[src/rtl/exe_issue_stage_pkg.sv]
// Shared constants, entry layout and ALU select helpers for the execute issue stage.
package exe_issue_stage_pkg;

  localparam int REG_BUS = 64;

  localparam int ALU_W    = 10;
  localparam int ALU_ADD  = 0;
  localparam int ALU_SUB  = 1;
  localparam int ALU_SLT  = 2;
  localparam int ALU_SLTU = 3;
  localparam int ALU_XOR  = 4;
  localparam int ALU_OR   = 5;
  localparam int ALU_AND  = 6;
  localparam int ALU_SLL  = 7;
  localparam int ALU_SRL  = 8;
  localparam int ALU_SRA  = 9;

  localparam int BJ_W    = 8;
  localparam int BJ_BEQ  = 0;
  localparam int BJ_BNE  = 1;
  localparam int BJ_BLT  = 2;
  localparam int BJ_BGE  = 3;
  localparam int BJ_BLTU = 4;
  localparam int BJ_BGEU = 5;
  localparam int BJ_JALR = 6;
  localparam int BJ_JAL  = 7;

  localparam logic [6:0] OPC_OP        = 7'b0110011;
  localparam logic [6:0] OPC_OP_32     = 7'b0111011;
  localparam logic [6:0] OPC_OP_IMM    = 7'b0010011;
  localparam logic [6:0] OPC_OP_IMM_32 = 7'b0011011;
  localparam logic [6:0] OPC_LUI       = 7'b0110111;
  localparam logic [6:0] OPC_AUIPC     = 7'b0010111;
  localparam logic [6:0] OPC_JAL       = 7'b1101111;
  localparam logic [6:0] OPC_JALR      = 7'b1100111;
  localparam logic [6:0] OPC_BRANCH    = 7'b1100011;

  localparam logic [2:0] F3_ADD  = 3'b000;
  localparam logic [2:0] F3_SLL  = 3'b001;
  localparam logic [2:0] F3_SLT  = 3'b010;
  localparam logic [2:0] F3_SLTU = 3'b011;
  localparam logic [2:0] F3_XOR  = 3'b100;
  localparam logic [2:0] F3_SR   = 3'b101;
  localparam logic [2:0] F3_OR   = 3'b110;
  localparam logic [2:0] F3_AND  = 3'b111;

  localparam logic [2:0] F3_BEQ  = 3'b000;
  localparam logic [2:0] F3_BNE  = 3'b001;
  localparam logic [2:0] F3_BLT  = 3'b100;
  localparam logic [2:0] F3_BGE  = 3'b101;
  localparam logic [2:0] F3_BLTU = 3'b110;
  localparam logic [2:0] F3_BGEU = 3'b111;

  localparam logic [6:0] F7_BASE = 7'b0000000;
  localparam logic [6:0] F7_ALT  = 7'b0100000;

  typedef struct packed {
    logic [REG_BUS-1:0] op1;
    logic [REG_BUS-1:0] op2;
    logic [ALU_W-1:0]   alu_info;
    logic [BJ_W-1:0]    bj_sel;
    logic               is_word_opt;
    logic [REG_BUS-1:0] imm;
    logic [REG_BUS-1:0] pc;
    logic               illegal;
  } issue_entry_t;

  function automatic logic [ALU_W-1:0] alu_bit(input int idx);
    return ALU_W'(1) << idx;
  endfunction

  function automatic logic [BJ_W-1:0] bj_bit(input int idx);
    return BJ_W'(1) << idx;
  endfunction

  // ALU op selected by funct3 when funct7 carries no alternate-op bit.
  function automatic logic [ALU_W-1:0] base_alu(input logic [2:0] f3);
    logic [ALU_W-1:0] r;
    case (f3)
      F3_ADD:  r = alu_bit(ALU_ADD);
      F3_SLL:  r = alu_bit(ALU_SLL);
      F3_SLT:  r = alu_bit(ALU_SLT);
      F3_SLTU: r = alu_bit(ALU_SLTU);
      F3_XOR:  r = alu_bit(ALU_XOR);
      F3_SR:   r = alu_bit(ALU_SRL);
      F3_OR:   r = alu_bit(ALU_OR);
      default: r = alu_bit(ALU_AND);
    endcase
    return r;
  endfunction

endpackage

[src/rtl/exe_issue_stage_decode.sv]
// issue_decode: combinational RV64I decode of inst/pc/register data into an issue entry.
module issue_decode
  import exe_issue_stage_pkg::*;
(
  input  logic [31:0]        inst,
  input  logic [REG_BUS-1:0] pc,
  input  logic [REG_BUS-1:0] rs1,
  input  logic [REG_BUS-1:0] rs2,
  output issue_entry_t       entry
);

  logic [6:0]         opcode;
  logic [6:0]         funct7;
  logic [2:0]         funct3;
  logic [REG_BUS-1:0] imm_i, imm_u, imm_j, imm_b;
  logic               w_op, base_ok, alt_ok, legal;

  assign opcode = inst[6:0];
  assign funct3 = inst[14:12];
  assign funct7 = inst[31:25];
  assign imm_i  = {{52{inst[31]}}, inst[31:20]};
  assign imm_u  = {{32{inst[31]}}, inst[31:12], 12'b0};
  assign imm_j  = {{43{inst[31]}}, inst[31], inst[19:12], inst[20], inst[30:21], 1'b0};
  assign imm_b  = {{51{inst[31]}}, inst[31], inst[7], inst[30:25], inst[11:8], 1'b0};
  assign w_op   = (opcode == OPC_OP_32) || (opcode == OPC_OP_IMM_32);
  // 64-bit shift immediates borrow funct7[0] as shamt[5], so only funct7[6:1] is decoded there.
  assign base_ok = w_op ? (funct7 == F7_BASE) : (inst[31:26] == F7_BASE[6:1]);
  assign alt_ok  = w_op ? (funct7 == F7_ALT)  : (inst[31:26] == F7_ALT[6:1]);

  always_comb begin
    entry    = '0;
    entry.pc = pc;
    legal    = 1'b0;
    case (opcode)
      OPC_OP, OPC_OP_32: begin
        entry.op1         = rs1;
        entry.op2         = rs2;
        entry.is_word_opt = w_op;
        if (funct7 == F7_BASE) begin
          entry.alu_info = base_alu(funct3);
          legal = !w_op || (funct3 inside {F3_ADD, F3_SLL, F3_SR});
        end else if (funct7 == F7_ALT && funct3 == F3_ADD) begin
          entry.alu_info = alu_bit(ALU_SUB);
          legal = 1'b1;
        end else if (funct7 == F7_ALT && funct3 == F3_SR) begin
          entry.alu_info = alu_bit(ALU_SRA);
          legal = 1'b1;
        end
      end
      OPC_OP_IMM, OPC_OP_IMM_32: begin
        entry.op1         = rs1;
        entry.op2         = imm_i;
        entry.imm         = imm_i;
        entry.is_word_opt = w_op;
        if (funct3 == F3_SLL || funct3 == F3_SR) begin
          entry.op2 = w_op ? {59'b0, inst[24:20]} : {58'b0, inst[25:20]};
          if (base_ok) begin
            entry.alu_info = base_alu(funct3);
            legal = 1'b1;
          end else if (alt_ok && funct3 == F3_SR) begin
            entry.alu_info = alu_bit(ALU_SRA);
            legal = 1'b1;
          end
        end else begin
          entry.alu_info = base_alu(funct3);
          legal = !w_op || (funct3 == F3_ADD);
        end
      end
      OPC_LUI: begin
        entry.op2      = imm_u;
        entry.imm      = imm_u;
        entry.alu_info = alu_bit(ALU_ADD);
        legal = 1'b1;
      end
      OPC_AUIPC: begin
        entry.op1      = pc;
        entry.op2      = imm_u;
        entry.imm      = imm_u;
        entry.alu_info = alu_bit(ALU_ADD);
        legal = 1'b1;
      end
      OPC_JAL: begin
        entry.op1      = pc;
        entry.op2      = 64'd4;
        entry.imm      = imm_j;
        entry.alu_info = alu_bit(ALU_ADD);
        entry.bj_sel   = bj_bit(BJ_JAL);
        legal = 1'b1;
      end
      OPC_JALR: begin
        entry.op1      = pc;
        entry.op2      = 64'd4;
        entry.imm      = imm_i;
        entry.alu_info = alu_bit(ALU_ADD);
        entry.bj_sel   = bj_bit(BJ_JALR);
        legal = (funct3 == 3'b000);
      end
      OPC_BRANCH: begin
        entry.op1 = rs1;
        entry.op2 = rs2;
        entry.imm = imm_b;
        legal = 1'b1;
        case (funct3)
          F3_BEQ:  begin entry.alu_info = alu_bit(ALU_XOR);  entry.bj_sel = bj_bit(BJ_BEQ);  end
          F3_BNE:  begin entry.alu_info = alu_bit(ALU_XOR);  entry.bj_sel = bj_bit(BJ_BNE);  end
          F3_BLT:  begin entry.alu_info = alu_bit(ALU_SLT);  entry.bj_sel = bj_bit(BJ_BLT);  end
          F3_BGE:  begin entry.alu_info = alu_bit(ALU_SLT);  entry.bj_sel = bj_bit(BJ_BGE);  end
          F3_BLTU: begin entry.alu_info = alu_bit(ALU_SLTU); entry.bj_sel = bj_bit(BJ_BLTU); end
          F3_BGEU: begin entry.alu_info = alu_bit(ALU_SLTU); entry.bj_sel = bj_bit(BJ_BGEU); end
          default: legal = 1'b0;
        endcase
      end
      default: ;
    endcase
    // Word right shifts must see a clean 32-bit source; the ALU shifts all 64 bits.
    if (legal && w_op && entry.alu_info == alu_bit(ALU_SRL))
      entry.op1 = {32'b0, rs1[31:0]};
    if (legal && w_op && entry.alu_info == alu_bit(ALU_SRA))
      entry.op1 = {{32{rs1[31]}}, rs1[31:0]};
    if (!legal) begin
      entry         = '0;
      entry.pc      = pc;
      entry.illegal = 1'b1;
    end
  end

endmodule

[src/rtl/exe_issue_stage.sv]
// Execute issue stage: decode into a 2-entry in-order valid/ready skid buffer.
// Optional stall counter output enabled by defining ISSUE_STALL_CNT_EN.
module exe_issue_stage
  import exe_issue_stage_pkg::*;
#(
  parameter int XLEN  = REG_BUS,
  parameter int DEPTH = 2
) (
  input  logic             clk,
  input  logic             rst,
  input  logic             flush,
  input  logic             in_valid,
  output logic             in_ready,
  input  logic [31:0]      in_inst,
  input  logic [XLEN-1:0]  in_pc,
  input  logic [XLEN-1:0]  rs1_data,
  input  logic [XLEN-1:0]  rs2_data,
  output logic             out_valid,
  input  logic             out_ready,
  output logic [XLEN-1:0]  op1,
  output logic [XLEN-1:0]  op2,
  output logic [ALU_W-1:0] alu_info,
  output logic [BJ_W-1:0]  bj_sel,
  output logic             is_word_opt,
  output logic [XLEN-1:0]  imm,
  output logic [XLEN-1:0]  out_pc,
  output logic             illegal
`ifdef ISSUE_STALL_CNT_EN
  ,
  output logic [31:0]      stall_cnt
`endif
);

  // Handshake: a transfer happens on a rising edge where valid & ready are both high;
  // in_ready comes only from the registered count, never from out_ready.
  issue_entry_t dec_entry, head_q, skid_q;
  logic [1:0]   count;
  logic         push, pop;

  issue_decode u_decode (
    .inst  (in_inst),
    .pc    (in_pc),
    .rs1   (rs1_data),
    .rs2   (rs2_data),
    .entry (dec_entry)
  );

  assign in_ready  = (count < 2'(DEPTH));
  assign out_valid = (count != 2'd0);
  assign push      = in_valid & in_ready;
  assign pop       = out_valid & out_ready;

  // head_q always drives the outputs, so it holds its value while empty or stalled.
  always_ff @(posedge clk or negedge rst) begin
    if (!rst) begin
      count  <= 2'd0;
      head_q <= '0;
      skid_q <= '0;
    end else if (flush) begin
      count <= 2'd0;
    end else begin
      case (count)
        2'd0: begin
          if (push) begin
            head_q <= dec_entry;
            count  <= 2'd1;
          end
        end
        2'd1: begin
          if (push && pop) begin
            head_q <= dec_entry;
          end else if (push) begin
            skid_q <= dec_entry;
            count  <= 2'd2;
          end else if (pop) begin
            count <= 2'd0;
          end
        end
        default: begin
          if (pop) begin
            head_q <= skid_q;
            count  <= 2'd1;
          end
        end
      endcase
    end
  end

  assign op1         = head_q.op1;
  assign op2         = head_q.op2;
  assign alu_info    = head_q.alu_info;
  assign bj_sel      = head_q.bj_sel;
  assign is_word_opt = head_q.is_word_opt;
  assign imm         = head_q.imm;
  assign out_pc      = head_q.pc;
  assign illegal     = head_q.illegal;

`ifdef ISSUE_STALL_CNT_EN
  always_ff @(posedge clk or negedge rst) begin
    if (!rst)
      stall_cnt <= '0;
    else if (out_valid && !out_ready && stall_cnt != 32'hFFFF_FFFF)
      stall_cnt <= stall_cnt + 32'd1;
  end
`endif

endmodule

[config.mk]
export PLATFORM = sky130hd
export DESIGN_NAME = exe_issue_stage
export DESIGN_NICKNAME = d
export VERILOG_FILES = /design/src/rtl/exe_issue_stage_pkg.sv /design/src/rtl/exe_issue_stage_decode.sv /design/src/rtl/exe_issue_stage.sv
export SDC_FILE = /design/constraint.sdc
export NUM_CORES = 1
export LEC_CHECK = 0
export CORE_UTILIZATION = 56
export CTS_CLUSTER_DIAMETER = 200
export DETAILED_ROUTE_END_ITERATION = 8
export PLACE_DENSITY = 0.87
export SLEW_MARGIN = 5
export SYNTH_ARGS = -nofsm -noshare
export SYNTH_HDL_FRONTEND = slang
export SYNTH_SLANG_ARGS = --single-unit
[constraint.sdc]
create_clock -name clk -period 6.4 [get_ports clk]
set_input_delay 0.96 -clock clk [delete_from_list [all_inputs] [get_ports clk]]
set_output_delay 0.96 -clock clk [all_outputs]
set_load 0.01 [all_outputs]
* Yosys cells after proc, flatten, opt, wreduce, memory -nomap -nowiden
Cells that the tools add are included.
** Cells by class
- Reductions and logical operators :: 33
- Muxes and demuxes :: 39
- $lt $le $gt $ge :: 1
- Bitwise operators :: 4
- Eq/ne operators :: 26
** Operators by type and width (count)
- $mux 276 :: 4
- $pmux 276 s2 :: 1
- $pmux 74 s5 :: 1
- $pmux 64 s4 :: 1
- $mux 64 :: 3
- $pmux 64 s2 :: 1
- $pmux 13 s6 :: 1
- $pmux 9 s7 :: 1
- $mux 10 :: 6
- $eq 7x6->1 const B :: 4
- $pmux 8 s3 :: 1
- $eq 7x5->1 const B :: 3
- $eq 7x7->1 const B :: 3
- $eq 3x3->1 const B :: 4
- $mux 2 :: 6
- $reduce_and 4->1 :: 3
- $eq 10x10->1 const B :: 1
- $eq 10x9->1 const B :: 1
- $mux 1 :: 10
- $reduce_or 3->1 :: 3
- $reduce_or 2->1 :: 4
- $logic_and 1x1->1 :: 7
- $logic_not 7->1 :: 1
- $eq 3x2->1 const B :: 2
- other kinds (23) :: 31
** Word-level totals
- Output and inout port bits :: 278
- Flip-flop bits (word level) :: 554
- Word-level logic and storage cells :: 120
- Input port bits :: 229

* Longest topological paths before layout
- Depth in word-level cells :: 15
- Gate-level depth with buffers :: 9
- Depth with buffers taken out :: 5

* Hierarchy
From an unflattened synthesis, not the netlist that was laid out.
** Unflattened totals
- Cell total of the unflattened synthesis :: 2052
- Area, all modules :: 27181.1 um^2
** By module, submodules not included
- exe_issue_stage :: cells an instance 1485, area each 23816.6 um^2, instances 1, seq. area each 13863.3 um^2
- issue_decode :: cells an instance 567, area each 3364.5 um^2, instances 1, seq. area each 0.0 um^2

* Worst setup path after synthesis
No wires, ideal clock.
- Kind :: in2reg
- Start :: input port in_inst[2]
- End :: register head_q, in the netlist imm[12]
- Setup time :: 0.092 ns
- Path buffers :: 4
- Stages :: 9
- Arrival time :: 2.753 ns
- Slack :: 3.555 ns
- Required time :: 6.308 ns
- Cells stage by stage :: buf_6 > or4b_1 > nor2_2 > o211a_1 > buf_6 > buf_12 > o21ai_4 > buf_6 > o31ai_2
** On the way
- Cells in the longest elaborated chain, start to end :: 11
- Elaborated cells on any way between the ends :: 31
- Those cells by class :: eq/ne (9); mux (12); reduce/logical (10)
** Ends and longest elaborated chain
- start: declaration :: line exe_issue_stage.sv:14 : input logic [31:0] in_inst,
- $eq 7x6->1 / $eq 7x5->1 (equally long branches) :: line exe_issue_stage_decode.sv:25, exe_issue_stage_decode.sv:34
- $logic_or 1x1->1 :: line exe_issue_stage_decode.sv:25 : assign w_op = (opcode == OPC_OP_32) || (opcode == OPC_OP_IMM_32);
- $mux 1 :: line exe_issue_stage_decode.sv:28 : assign alt_ok = w_op ? (funct7 == F7_ALT) : (inst[31:26] == F7_ALT[6:1]);
- $logic_and 1x1->1 :: line exe_issue_stage_decode.sv:60 : end else if (alt_ok && funct3 == F3_SR) begin
- $mux 1 :: line exe_issue_stage_decode.sv:60
- $mux 1 :: line exe_issue_stage_decode.sv:57 : if (base_ok) begin
- $mux 1 :: line exe_issue_stage_decode.sv:55 : if (funct3 == F3_SLL || funct3 == F3_SR) begin
- $pmux 1 s5 :: line exe_issue_stage_decode.sv:34 : case (opcode)
- $mux 276 * :: line exe_issue_stage_decode.sv:120 : if (!legal) begin
- $mux 276, on equally long branches :: line exe_issue_stage.sv:70, exe_issue_stage.sv:64
- $pmux 276 s2 * :: line exe_issue_stage.sv:62 : case (count)
- end signal: assignment :: line exe_issue_stage.sv:65 : head_q <= dec_entry;
- end signal: assignment :: line exe_issue_stage.sv:71 : head_q <= dec_entry;
- end signal: assignment :: line exe_issue_stage.sv:81 : head_q <= skid_q;
- end: declaration :: line exe_issue_stage.sv:36 : issue_entry_t dec_entry, head_q, skid_q;
Every way passes the cells marked *; elsewhere a longest branch is shown, timed or not. The select of a mux whose other input is x is not followed.
A chain may end at the register's enable or synchronous reset.

* Final worst setup path
- Start :: register count[1]
- End :: output port in_ready
** On the way
- Cells in the longest elaborated chain, start to end :: 1
** Ends and longest elaborated chain
- start: declaration :: line exe_issue_stage.sv:37 : logic [1:0] count;
- start signal: assignment :: line exe_issue_stage.sv:56 : count <= 2'd0;
- start signal: assignment :: line exe_issue_stage.sv:60 : count <= 2'd0;
- start signal: assignment :: line exe_issue_stage.sv:66 : count <= 2'd1;
- $lt 2x2->1 :: line exe_issue_stage.sv:48 : assign in_ready = (count < 2'(DEPTH));
- end: declaration :: line exe_issue_stage.sv:13 : output logic in_ready,
No other way between the ends.

==> impl_results.md <==
* Row count at 75
* Total of cells resized after clock tree synthesis at 0
* Number of library cell types mapped by synthesis at 64
* Pins Over Slew Limit at 0
* Final hold violation count at 0
* Vias in the first global route at 21,500
* Violation count after the first detailed-route iteration at 2,599
* Setup WS post-layout at 1690 ps
* Source-to-sink clock delay at the later pin of the worst-skew pair at 590 ps
* Yosys top cell area share at 0.510
* Worst clock skew at 14.7 ps
* Layout cell share with drive strength beyond 1 at 0.0781
* Tcrit/Tclk final at 0.736
* Worst relative slew slack at 0.223
* Cell repeated most along the worst path: buf_4
* Layout overhead on the synthesized area at 27.4%
* Library cell occupying the most area in the post-synthesis netlist: dfrtp_1
* Average instance area after synthesis at 9.49 µm²
* Hold crit path type: in -> async
* Clock root cell: clkbuf_16
* Cell count after synthesis at 2,536
* Element type at the critical path end: output port
* Main area contributors after synthesis: dfrtp_1 51%, nand2_1 7.9%, o31ai_1 5.3%
* Core box area at 0.0421 mm²
* Nets in the synthesized netlist at 2,765
* Number of CTS-inserted buffers at 51
* Vias at 21,800
* Worst path arrival time at 3750 ps
* Starting Density at 0.571
* Dominant delay contributor by cell family on the critical path: buffers and inverters
* Most frequent cell after synthesis: nand2_1
* Detailed-route DRC error count at 0
* Max-cap violations at 0
* Net total in the final layout at 3,081
* Post-CTS setup buffer count at 0
* Power, Total at 8.06 mW
* Clock Pin Slew Worst Setup and Hold Paths at 60 ps
* Die area at 0.0438 mm²
* Ys async rst share at 1.00
* Maximum vdd drop at 212 µV
* Critical Path Source Type: register
* Largest net degree at the start of global routing at 194
* Number of routed nets with antenna violations at 0
* Post-synth EDFFs at 0
* Ranking of synthesized cells by instance count: 509 x nand2_1, 490 x dfrtp_1, 212 x o21ai_0
* Total gr overflow at 0
* Gp weighted congestion at 0.880
* Clock sink total at 490
* Sequential cell area fraction in the yosys report at 0.510
* Vertical die dimension at 209 µm
* Data required time of the critical path at 5440 ps
* Pre-CTS setup slack at 1850 ps
* CTS tree: yes
* Global-route wire length before repair at 120 mm
* Vias per cell at 6.36
* Achievable clock frequency at 212 MHz
* Largest stage delay, worst path at 800 ps
* Number of warning messages in the yosys log at 0
* Maximum clock path buffer count at 3
* Number of detailed-routing iterations run before antenna repair at 6
* RSZ-0062 raised after global routing: no
* Yosys reg bits at 490
* Post-synthesis cell area at 0.0241 mm²
* CP bufs+invs at 4
* PD cells at 263 mW/mm²
* Ys flop type: dfrtp_1
* Initial antenna violation count at 1
* Average detailed-routed wire length per instance at 22.5 µm
* Placed cell areas at 0.0289 mm²
* Deepest level of the CTS H-tree at 2
* Global router's overall resource usage at 0.347
* Critical-path cell list: buf_4 > clkinv_1 > buf_4 > clkdlybuf4s50_1
* Slowest CP cell: dfrtp_4
* Non-Filler Cell Area, Final at 0.0307 mm²
* Hold-fix buffer count after cts at 0
* Min cycle time layout at 4710 ps
* Final number of setup-violating endpoints at 0
* Setup TNS at 0 ps
* Top-level port count at 507
* Port-buffer cells at 506
* Total routed wirelength at 77.1 mm
* Setup Crit Path Kind: reg -> out
* Cell leakage power at 12.8 nW
* Worst-path fanout max at 48
* HPWL after detailed placement at 48.3 mm
* Slew at the pin closest to its max-slew limit at 1170 ps
* Width of the die at 209 µm
* Status: complete, no violations
-- cells in the final DEF (no fill, tap or decap), types with 3 or more instances in the layout --
master / count
o21ai_1: 17
mux2i_1: 65
clkbuf_1: 11
nand4_1: 3
nand3_1: 8
o32ai_1: 34
buf_12: 6
and2_1: 3
o31ai_1: 170
o211ai_1: 4
nand2_1: 509
clkdlybuf4s50_1: 505
a21oi_1: 163
and3_1: 101
a22o_1: 4
nor4_4: 3
o31a_1: 3
buf_4: 27
a221oi_1: 21
nor3_1: 6
dfrtp_1: 489
clkinv_2: 11
o31ai_2: 51
inv_1: 5
o22ai_1: 37
o21a_1: 10
mux2_2: 32
a31oi_1: 3
nor2b_1: 4
a22oi_1: 41
clkbuf_16: 51
clkbuf_8: 12
nor2_1: 82
nand2b_1: 34
o41ai_1: 3
o21ai_0: 212
a211oi_1: 35
a21boi_0: 64
bufinv_16: 5
-- flip-flops by register name, indices dropped and copies added, names as in the netlist, 2 cells and up --
signal    count
bj_sel        8
out_pc       64
alu_info     10
imm          32
count         2
skid_q      244
op2          64
op1          64
-- area by class of cell --
class / count / area [µm²]
Timing Repair Buffer: 539 / 5390
Sequential cell: 490 / 12300
Fill cell: 2939 / 11500
Multi-Input combinational cell: 1764 / 10600
Antenna cell: 1 / 2.50
Tap cell: 539 / 674
Clock buffer: 74 / 1480
Inverter: 6 / 22.5
Clock inverter: 19 / 229
-- worst register-to-register path: cells and delay by family, from the launching register on --
kind	cells	cell delay [ps]
AOI/OAI and AO/OA	2	250
buffers and inverters	3	1760
and+or+nand+nor	1	830
DFF	1	800
-- worst paths after layout --
| kind | end | slack (ps) | startpoint | depth (start not counted) |
|---|---|---|---|---|
| setup reg to reg | op1[32] | 2680 | count[1] | 6 |
| min in group clk | skid_q[94] | 470 | skid_q[94] | 2 |
| hold reg to reg | skid_q[94] | 470 | skid_q[94] | 2 |
| hold / removal | op2[21] | 470 | rst | 1 |
| setup / recovery | in_ready | 1690 | count[1] | 4 |
| max in group asynchronous | count[1] | 4380 | rst | 2 |
-- kinds of logic (layout without fill, tap and decap cells) --
group / after synthesis / after routing / synth area share
other: 0 / 1 / 0
flip-flops: 490 / 490 / 0.510
multiplexers: 97 / 97 / 0.0420
AO/OA/AOI/OAI: 886 / 886 / 0.249
buffers and inverters: 282 / 638 / 0.0551
AND/OR/NAND/NOR: 781 / 781 / 0.144
-- where the power goes --
group / switching [mW] / internal (mW) / total [mW]
clock: 1.24 / 1.80 / 3.05
sequential: 0.208 / 3.43 / 3.64
combinational: 0.704 / 0.669 / 1.37
-- per-stage QoR --
| stage | util | hold WS, ps | instances |
|---|---|---|---|
| 2_1_floorplan | - | 441 | 2536 |
| 3_3_place_gp | 0.687 | 451 | 3338 |
| 3_5_place_dp | 0.687 | 459 | 3338 |
| 4_1_cts | 0.727 | 473 | 3431 |
| 5_1_grt | 0.728 | 493 | 3432 |
| 6_report | 0.728 | 471 | 3432 |
-- per-layer routing --
layer	vias up	wire [µm]	track usage
li1	9699	-	-
met1	10700	29700	0.453
met2	1190	36900	0.557
met3	219	7070	0.0711
met4	2	3450	0.162
met5	-	6	0
Note: power is estimated with default switching activity, not from simulation.
